[src/rtl/pipe_pkg.sv]
// Types and constants shared by the pipeline-register family (IF/ID, ID/EX, EX/MEM).
package pipe_pkg;

  typedef enum logic [1:0] {
    EMPTY = 2'd0,
    ONE   = 2'd1,
    FULL  = 2'd2
  } pipe_state_e;

  // Fill bit for the default NOP; stages replicate it to their instruction width.
  localparam logic NOP_FILL_BIT = 1'b0;

  // The state encoding is chosen so that it doubles as the entry count.
  function automatic logic [1:0] occ_of(input pipe_state_e s);
    return logic'(s == ONE) ? 2'd1 : (s == FULL) ? 2'd2 : 2'd0;
  endfunction

endpackage

[src/rtl/pipe_entry_reg.sv]
// One {pc, instr} slot with load enable and async active-low reset to a programmable value.
module pipe_entry_reg #(
  parameter int                 PC_W      = 8,
  parameter int                 INSTR_W   = 16,
  parameter logic [INSTR_W-1:0] RST_INSTR = '0
) (
  input  logic               clk,
  input  logic               reset_n,
  input  logic               load,
  input  logic [PC_W-1:0]    d_pc,
  input  logic [INSTR_W-1:0] d_instr,
  output logic [PC_W-1:0]    q_pc,
  output logic [INSTR_W-1:0] q_instr
);

  always_ff @(posedge clk or negedge reset_n) begin
    if (!reset_n) begin
      q_pc    <= '0;
      q_instr <= RST_INSTR;
    end else if (load) begin
      q_pc    <= d_pc;
      q_instr <= d_instr;
    end
  end

endmodule

[src/rtl/pipe_reg_if_id_hs.sv]
// IF/ID pipeline register: valid/ready handshake with a 2-entry skid so in_ready is registered.
module pipe_reg_if_id_hs
  import pipe_pkg::*;
#(
  parameter int                 PC_W      = 8,
  parameter int                 INSTR_W   = 16,
  parameter logic [INSTR_W-1:0] NOP_INSTR = {INSTR_W{NOP_FILL_BIT}}
) (
  input  logic               clk,
  input  logic               reset_n,
  input  logic               in_valid,
  output logic               in_ready,
  input  logic [PC_W-1:0]    in_pc,
  input  logic [INSTR_W-1:0] in_instr,
  output logic               out_valid,
  input  logic               out_ready,
  output logic [PC_W-1:0]    out_pc,
  output logic [INSTR_W-1:0] out_instr,
  input  logic               flush,
  output logic [1:0]         occupancy
);

  pipe_state_e        state, state_nxt;
  logic               accept, pop;
  logic               main_ld, main_from_skid, skid_ld;
  logic [PC_W-1:0]    main_pc, skid_pc, main_d_pc;
  logic [INSTR_W-1:0] main_instr, skid_instr, main_d_instr;

  // Ready and valid come straight from the state register; no comb path from out_ready.
  assign in_ready  = (state != FULL);
  assign out_valid = (state != EMPTY);
  assign accept    = in_valid & in_ready;
  assign pop       = out_valid & out_ready;
  assign occupancy = occ_of(state);

  always_ff @(posedge clk or negedge reset_n) begin
    if (!reset_n) state <= EMPTY;
    else          state <= state_nxt;
  end

  always_comb begin
    state_nxt      = state;
    main_ld        = 1'b0;
    main_from_skid = 1'b0;
    skid_ld        = 1'b0;
    case (state)
      EMPTY: if (accept) begin
        state_nxt = ONE;
        main_ld   = 1'b1;
      end
      ONE: begin
        if (pop && accept)   main_ld   = 1'b1;
        else if (pop)        state_nxt = EMPTY;
        else if (accept) begin
          state_nxt = FULL;
          skid_ld   = 1'b1;
        end
      end
      FULL: if (pop) begin
        state_nxt      = ONE;
        main_ld        = 1'b1;
        main_from_skid = 1'b1;
      end
      default: state_nxt = EMPTY;
    endcase
    // Flush wins: drop everything, including a same-cycle accept.
    if (flush) begin
      state_nxt = EMPTY;
      main_ld   = 1'b0;
      skid_ld   = 1'b0;
    end
  end

  assign main_d_pc    = main_from_skid ? skid_pc    : in_pc;
  assign main_d_instr = main_from_skid ? skid_instr : in_instr;

  pipe_entry_reg #(.PC_W(PC_W), .INSTR_W(INSTR_W), .RST_INSTR(NOP_INSTR)) u_main (
    .clk     (clk),
    .reset_n (reset_n),
    .load    (main_ld),
    .d_pc    (main_d_pc),
    .d_instr (main_d_instr),
    .q_pc    (main_pc),
    .q_instr (main_instr)
  );

  pipe_entry_reg #(.PC_W(PC_W), .INSTR_W(INSTR_W), .RST_INSTR(NOP_INSTR)) u_skid (
    .clk     (clk),
    .reset_n (reset_n),
    .load    (skid_ld),
    .d_pc    (in_pc),
    .d_instr (in_instr),
    .q_pc    (skid_pc),
    .q_instr (skid_instr)
  );

  // out_pc keeps the last head PC when empty; only the instruction is masked to NOP.
  assign out_pc    = main_pc;
  assign out_instr = (state == EMPTY) ? NOP_INSTR : main_instr;

endmodule

[config.mk]
export PLATFORM = sky130hd
export DESIGN_NAME = pipe_reg_if_id_hs
export DESIGN_NICKNAME = d
export VERILOG_FILES = /design/src/rtl/pipe_pkg.sv /design/src/rtl/pipe_entry_reg.sv /design/src/rtl/pipe_reg_if_id_hs.sv
export SDC_FILE = /design/constraint.sdc
export NUM_CORES = 1
export LEC_CHECK = 0
export ABC_AREA = 0
export BUFFER_PORTS_ARGS = -buffer_cell sky130_fd_sc_hd__buf_2
export CAP_MARGIN = 0
export CORE_AREA = 2 2 76 78
export CTS_CLUSTER_SIZE = 8
export DETAILED_ROUTE_END_ITERATION = 8
export DIE_AREA = 0 0 78 80
export GPL_TIMING_DRIVEN = 0
export PLACE_DENSITY = 0.8
export SETUP_SLACK_MARGIN = 0.2
export SLEW_MARGIN = 25
export SYNTH_ARGS = -nofsm -noshare
export SYNTH_HDL_FRONTEND = slang
export SYNTH_HIERARCHICAL = 1
export SYNTH_SLANG_ARGS = --single-unit
[constraint.sdc]
create_clock -name clk -period 2.7 [get_ports clk]
set_input_delay 0.54 -clock clk [delete_from_list [all_inputs] [get_ports clk]]
set_output_delay 0.54 -clock clk [all_outputs]
set_load 0.01 [all_outputs]
==> results of run 1 <==
[worst max path at each step]
stage                    startpoint             to
2_1_floorplan  state[0]$_DFFE_PN0P_  out_instr[10]
3_3_place_gp   state[0]$_DFFE_PN0P_   out_instr[3]
3_5_place_dp   state[0]$_DFFE_PN0P_   out_instr[7]
4_1_cts        state[0]$_DFFE_PN0P_   out_instr[7]
5_1_grt        state[0]$_DFFE_PN0P_   out_instr[7]
6_report       state[0]$_DFFE_PN0P_   out_instr[7]
[worst max-delay path, stage by stage, from the launching register on]
cell and delay, ns:
dfrtp_1 0.47, nor2_4 0.27, clkbuf_1 0.31, and2b_1 0.23
buf_2 0.14
[metrics by stage]
stage / std cells / area, sq um / worst slack (ns)
final: 297 / 3110 / 0.458
after global routing: 297 / 3110 / 0.306
after CTS: 297 / 3110 / 0.285
after detailed placement: 290 / 3020 / 0.441
after global placement: 290 / 3020 / 0.470
after floorplan: 162 / 2650 / 0.978
[routing by layer]
metal  vias up  share of wire (%)  GRT usage, %
li1        687                  -             -
met1       728                 48          21.9
met2        41                 46          24.8
met3         4                5.4          4.52
met4         0               0.52          3.16
met5         -                  0             0
[layout by cell type, fill, tap and decap left out]
master       n
clkbuf_8     5
or4b_1       1
o21ai_0      1
clkbuf_1     2
nor3_1       1
nor2b_1      3
and2b_1     13
clkinvlp_4   1
buf_2       55
buf_4        1
buf_12       6
dfrtp_1     50
a21oi_1      1
and2b_2      2
a211oi_1     1
inv_1        2
mux2_4      60
nand2_4      1
nand2_1      2
buf_6        2
mux2_2      12
nor2_4       1
a31oi_1      1
nor2b_4      1
[cells in the mapped netlist (2+ instances only)]
| cell | n | share of area [%] |
|---|---|---|
| mux2_4 | 60 | 34 |
| nand2_1 | 2 | 0.28 |
| dfrtp_1 | 50 | 47 |
| buf_6 | 2 | 0.85 |
| and2b_1 | 13 | 3.7 |
| and2b_2 | 2 | 0.66 |
| inv_1 | 2 | 0.28 |
| mux2_2 | 12 | 5.1 |
| buf_12 | 6 | 4.5 |
| nor2b_1 | 3 | 0.71 |
[area by class of cell]
type	count	area (sq um)
clock inverters	1	7.51
inverters	2	7.51
flip-flops and latches	50	1250
clock buffers	6	72.6
plain buffers	9	146
fillers	462	2290
repair buffers	56	283
well taps	72	90.1
multi-input cells	101	1250
[flip-flops by register name, summed over array words and instances (netlist names)]
signal,flops
state,2
u_main/q_instr,16
u_main/q_pc,8
u_skid/q_instr,16
u_skid/q_pc,8
[power by group]
| part | switching, mW | total, mW | internal (mW) |
|---|---|---|---|
| clock network | 0.231 | 0.409 | 0.178 |
| logic | 0.167 | 0.505 | 0.338 |
| registers | 0.0949 | 1.02 | 0.926 |
[repair_timing]
action / CTS / global route
resized for setup: 1 / 1
hold buffers: 0 / 0
endpoints found under the setup margin: 7 / 2
[cells by family (layout without fill, tap and decap cells)]
| family | Yosys count | count (layout) | share of synthesized area [%] |
|---|---|---|---|
| DFF | 50 | 50 | 47.2 |
| AOI/OAI and AO/OA | 4 | 4 | 0.897 |
| muxes | 72 | 72 | 39.1 |
| buffers and inverters | 11 | 74 | 5.81 |
| and+or+nand+nor | 25 | 25 | 6.99 |
==> results.md, run 1 <==
- Core ar.: 0.00541 sq mm
- Final net count: 254
- FF+latch count, synth: 50
- Final Cycle Share: 83.1%
- FF-to-FF setup slack: 0.89 ns
- Static leakage: 1.61 nW
- Final Power: 1.93 mW
- Final setup fails: 0
- Post-synth top flop: dfrtp_1
- Clock transition at path regs: 0.08 ns
- Crit path kind: flip-flop to output port
- Crit start category: flip-flop
- Final critical-path required period: 2.24 ns
- Wirelength per Cell: 14.9 um
- TritonCTS sink count: 50
- DRT Pass-1 Iters: 3
- Synth Instances: 162
- Seq/Total Area, Yosys: 47.2%
- Htree depth: 2
- Synthesis-to-layout area growth: 17.4%
- Ant diodes: 0
- Post-synth cell types: 20
- Routed WL: 4430 um
- Largest net degree at the start of global routing: 51
- Die X: 78 um
- R2r startpoint: state[0]$_DFFE_PN0P_
- Final Core Density: 57.5%
- Final ANT Viol Nets: 0
- Worst relative slew slack: 57.8%
- TNS Setup: 0 ns
- DRC: 0
- GRT Overall Usage: 15.8%
- PwrDens: 622 mW/mm^2
- RSZ-0062 raised after global routing: no
- Num CTS Buffers: 5
- CP max FO: 10
- Post-DP HPWL: 3120 um
- Slew of the pin with the lowest slew margin: 0.633 ns
- Reg-to-reg endpoint: u_main/q_pc[1]$_DFFE_PN0P_
- Avg Cell Area, Syn: 16.4 sq um
- Setup bufs post-CTS: 0
- Fin Clk Skew: 0.00721 ns
- Die area: 0.00624 sq mm
- CTS max path bufs: 2
- Initial core utilization: 49.0%
- MaxCap Viol Count: 0
- Top Ports: 57
- Die outline height: 80 um
- Grt ovf: 0
- Outcome: finished, final reports clean
- Vias in the first global route: 1531
- R2R depth: 6
- Async set-or-reset flop fraction in the synthesized netlist: 100%
- Cell row count: 27
- Hold crit path type: primary input to async pin
- Peak Freq: 446 MHz
- Number of flops mapped to enable cells by yosys: 0
- Mapped cell area: 0.00265 sq mm
- First-pass GRT wire length: 7610 um
- DR iter-0 viols: 63
- Hold Worst Slack: 0.261 ns
- Count of input and output buffers: 56
- Via density: 4.92
- Layout cells sized above 1: 65.3%
- Root Driver: clkbuf_8
- CP endpoint kind: output port
- VDD IR max: 340 uV
- Pins over their slew limit: 0
- GP Congestion: 0.722
- Synthesized net count: 191
- Initial antenna violation count: 0
- CTS tree: done
- Worst-skew pair later-pin latency: 0.29 ns
- Final Hold Fails: 0
- CP arrival: 1.70 ns
- Ys Warns: 6
- DR vias: 1460
- Critical Path RT: 2.16 ns
Note: power is estimated with default switching activity, not from simulation.
==> run 2: changes to the inputs <==
Settings changed: ABC_AREA 0 to 1, CORE_AREA 2 2 76 78 to 2 2 77 79, DIE_AREA 0 0 78 80 to 0 0 79 81, PLACE_DENSITY 0.8 to 0.81.
Clock period 2.7 ns to 1.9 ns, I/O delays scaled along.
==> run 2 against run 1 <==
Critical path depth increased by 1. Clock power is 53% higher. Critical path type unchanged. Combinational power grew 97%. Largest cell class is now registers. Wire length grew 34%. Core utilization down 1.5 points. Power rose by 69%. Highest routed layer unchanged. Clock-buffer cell count rose by 1. Via count is 56% higher. Non-clock buffer count grew 15. Cell count is 66% higher. Flip-flop and latch count unchanged. Design area rose by 2.2%.
==> results.md, run 2 <==
- Outcome: finished, final reports clean
- Synthesized net count: 378 (+98%)
- Crit path kind: flip-flop to output port
- VDD IR max: 376 uV (+11%)
- Htree depth: 2 (unchanged)
- Flop pwr share: 50.5% (-2.2 points)
- FF+latch count, synth: 50 (unchanged)
- Final ANT Viol Nets: 0 (unchanged)
- Count of input and output buffers: 55 (-1.8%)
- DR vias: 2282 (+56%)
- Synthesis-to-layout area growth: 20.4%
- Core ar.: 0.00568 sq mm (+5.0%)
- Clock transition at path regs: 0.09 ns (about the same)
- Initial antenna violation count: 0 (unchanged)
- TNS Setup: 0 ns (unchanged)
- PwrDens: 1030 mW/mm^2 (+66%)
- Grt ovf: 0 (unchanged)
- Static leakage: 1.87 nW (+16%)
- Top Ports: 57 (unchanged)
- Cell row count: 28 (+3.7%)
- Ant diodes: 0 (unchanged)
- Async set-or-reset flop fraction in the synthesized netlist: 100% (unchanged)
- Post-synth top flop: dfrtp_1
- DR iter-0 viols: 174 (+180%)
- Footprint of the multi-input gates: 0.00109 sq mm (-13%)
- Met1 Use GR: 25.3% (+3.4 points)
- Grt met2 use: 32.0% (+7.2 points)
- Routed WL: 5920 um (+34%)
- GP Congestion: 0.843 (+17%)
- Synth top area cells: dfrtp_1 (47%), nand2_1 (25%), nand3_1 (5.5%)
- Vias in the first global route: 2178 (+42%)
- Mapped cell area: 0.00264 sq mm (-0.38%)
- Post-synth top area share: 47.4% (+0.18 points)
- DRC: 0 (unchanged)
- Hold Buf Count CTS: 0 (unchanged)
- Final Hold Fails: 0 (unchanged)
- Final Cycle Share: 87.9%
- Top-count cell post-synth: nand2_1
- DRT Pass-1 Iters: 4 (+1)
- Via density: 4.63 (-5.8%)
- Most frequent cells in the layout: nand2_1 (179), buf_2 (57), dfrtp_1 (49), nand3_1 (29)
- Synth Instances: 349 (+120%)
- Hold crit path type: primary input to async pin
- Fin Clk Skew: 0.00834 ns (+0.00112 ns)
- Final cell count without fillers: 493 (+66%)
- Initial core utilization: 46.5% (-2.5 points)
- Slew of the pin with the lowest slew margin: 0.629 ns (-0.00442 ns)
- CP arrival: 1.29 ns (-0.41 ns)
- Die area: 0.00640 sq mm (+2.5%)
- Avg Cell Area, Syn: 7.56 sq um (-54%)
- Final net count: 446 (+76%)
- Int Pwr: 2.17 mW (+50%)
- Net Switching: 1.11 mW (+130%)
- Peak Freq: 599 MHz
- CP endpoint kind: output port
- MaxCap Viol Count: 0 (unchanged)
- Commonest cells in the synthesized netlist: nand2_1 (179), dfrtp_1 (50), nand3_1 (29)
- CP max FO: 7 (-3)
- Final critical-path required period: 1.67 ns
- Critical Path RT: 1.52 ns (-0.64 ns)
- Crit start category: flip-flop
- Number of flops mapped to enable cells by yosys: 0 (unchanged)
- Post-DP HPWL: 4180 um (+34%)
- Die outline height: 81 um (+1.3%)
- First-pass GRT wire length: 9730 um (+28%)
- Reg area: 0.00125 sq mm (about the same)
- Layout cells sized above 1: 29.2% (-36 points)
- CTS tree: done
- Placed insts: 479 (+65%)
- Root Driver: clkbuf_8
- Wirelength per Cell: 12.0 um (-19%)
- Switch share: 33.9% (+8.4 points)
- Logic pwr share: 30.4% (+4.3 points)
- Final setup fails: 0 (unchanged)
- Gr busiest metal: met2
- GR Util met3: 4.00% (-0.52 points)
- Clock network fraction of total power: 19.1% (-2.0 points)
- Worst-skew pair later-pin latency: 0.30 ns (about the same)
- CTS max path bufs: 2 (unchanged)
- Pins over their slew limit: 0 (unchanged)
- RSZ-0062 raised after global routing: yes
- Seq/Total Area, Yosys: 47.4% (+0.18 points)
- Final worst slack: 0.231 ns (-0.227 ns)
- Post-synth top area cell: dfrtp_1
- Post-synth cell types: 20 (unchanged)
- Fillers: 542 (+17%)
- GRT Overall Usage: 19.4% (+3.6 points)
- Worst relative slew slack: 58.1% (+0.29 points)
- Die X: 79 um (+1.3%)
- Most common cell after layout, fill and taps aside: nand2_1
- Dpl ws: 0.241 ns (-0.199 ns)
- Ys Warns: 6 (unchanged)
- TritonCTS sink count: 50 (unchanged)
- Biggest regs: u_main/q_instr x16, u_skid/q_instr x16
- Largest net degree at the start of global routing: 51 (unchanged)
- Num CTS Buffers: 5 (unchanged)
run 2: cell types whose count changed after synthesis, sizes merged, moves of 4 or more:
| cell | before | now |
|---|---|---|
| buf | 8 | 17 |
| mux2 | 72 | 0 |
| nand2 | 3 | 201 |
| nor2 | 1 | 20 |
| nand3 | 0 | 30 |
| nor2b | 4 | 0 |
| and2b | 15 | 0 |
| inv | 2 | 25 |
run 2: final timing paths:
check                      slack, ns  depth (start not counted)                              to                        from
max                             0.23                          5                   out_instr[15]        state[0]$_DFFE_PN0P_
min                             0.09                          1   u_main/q_instr[1]$_DFFE_PN0P_                     reset_n
max reg2reg                     0.29                         10   u_main/q_instr[9]$_DFFE_PN0P_        state[0]$_DFFE_PN0P_
min reg2reg                     0.47                          2      u_main/q_pc[1]$_DFFE_PN0P_  u_main/q_pc[1]$_DFFE_PN0P_
max in group asynchronous       1.36                          1            state[1]$_DFFE_PN0P_                     reset_n
min in group clk                0.29                          3  u_skid/q_instr[10]$_DFFE_PN0P_                in_instr[10]
run 2: routing by layer:
metal	up-vias	routed length [um]	share of wire, %
li1	1183	-	-
met1	1035	2620	44
met2	58	2940	50
met3	6	272	4.6
met4	0	82	1.4
met5	-	0	0
run 2: stage by stage:
| step | hold slack [ns] | util [%] | area (sq um) | total power, mW |
|---|---|---|---|---|
| 6_report | 0.0910 | 56.0 | 3180 | 3.28 |
| 5_1_grt | 0.140 | 56.0 | 3180 | 3.51 |
| 2_1_floorplan | 0.0844 | - | 2640 | 2.28 |
| 4_1_cts | 0.112 | 55.4 | 3140 | 3.26 |
| 3_3_place_gp | 0.451 | 53.0 | 3010 | 2.55 |
| 3_5_place_dp | 0.440 | 53.1 | 3010 | 2.60 |
run 2: cell type report:
class	instances	share of cell area (%)
timing repair buffer	61	10.3
clock inverter	1	0.157
clock buffer	7	2.72
buffer	19	6.73
inverter	25	3.50
tap	75	2.95
multi-input combinational	255	34.3
sequential	50	39.4
run 2: power groups by stage:
stage          combinational, mW  sequential (mW)  clock, mW
3_5_place_dp               0.925             1.67          0
5_1_grt                     1.12             1.70      0.684
2_1_floorplan              0.628             1.65          0
6_report                   0.996             1.66      0.627
3_3_place_gp               0.893             1.65          0
4_1_cts                    0.958             1.66      0.647
run 2: kinds of logic (layout without fill, tap and decap cells):
group                  after synthesis  count (layout)  synth area share [%]
and+or+nand+nor                    252             252                  40.0
DFF                                 50              50                  47.4
buffers and inverters               44             113                  12.0
AOI/OAI and AO/OA                    3               3                 0.569
run 2: worst max-delay path, cell delays in order (launching register included):
cell,delay (ns)
dfrtp_1,0.38
buf_6,0.13
nor2_4,0.15
buf_6,0.16
nor2_1,0.04
buf_2,0.13
run 2: what timing repair did:
action / CTS / global route
setup buffers: 4 / 2
gates resized for setup: 2 / 8
setup endpoints to repair: 18 / 18
pin swaps: 1 / 1
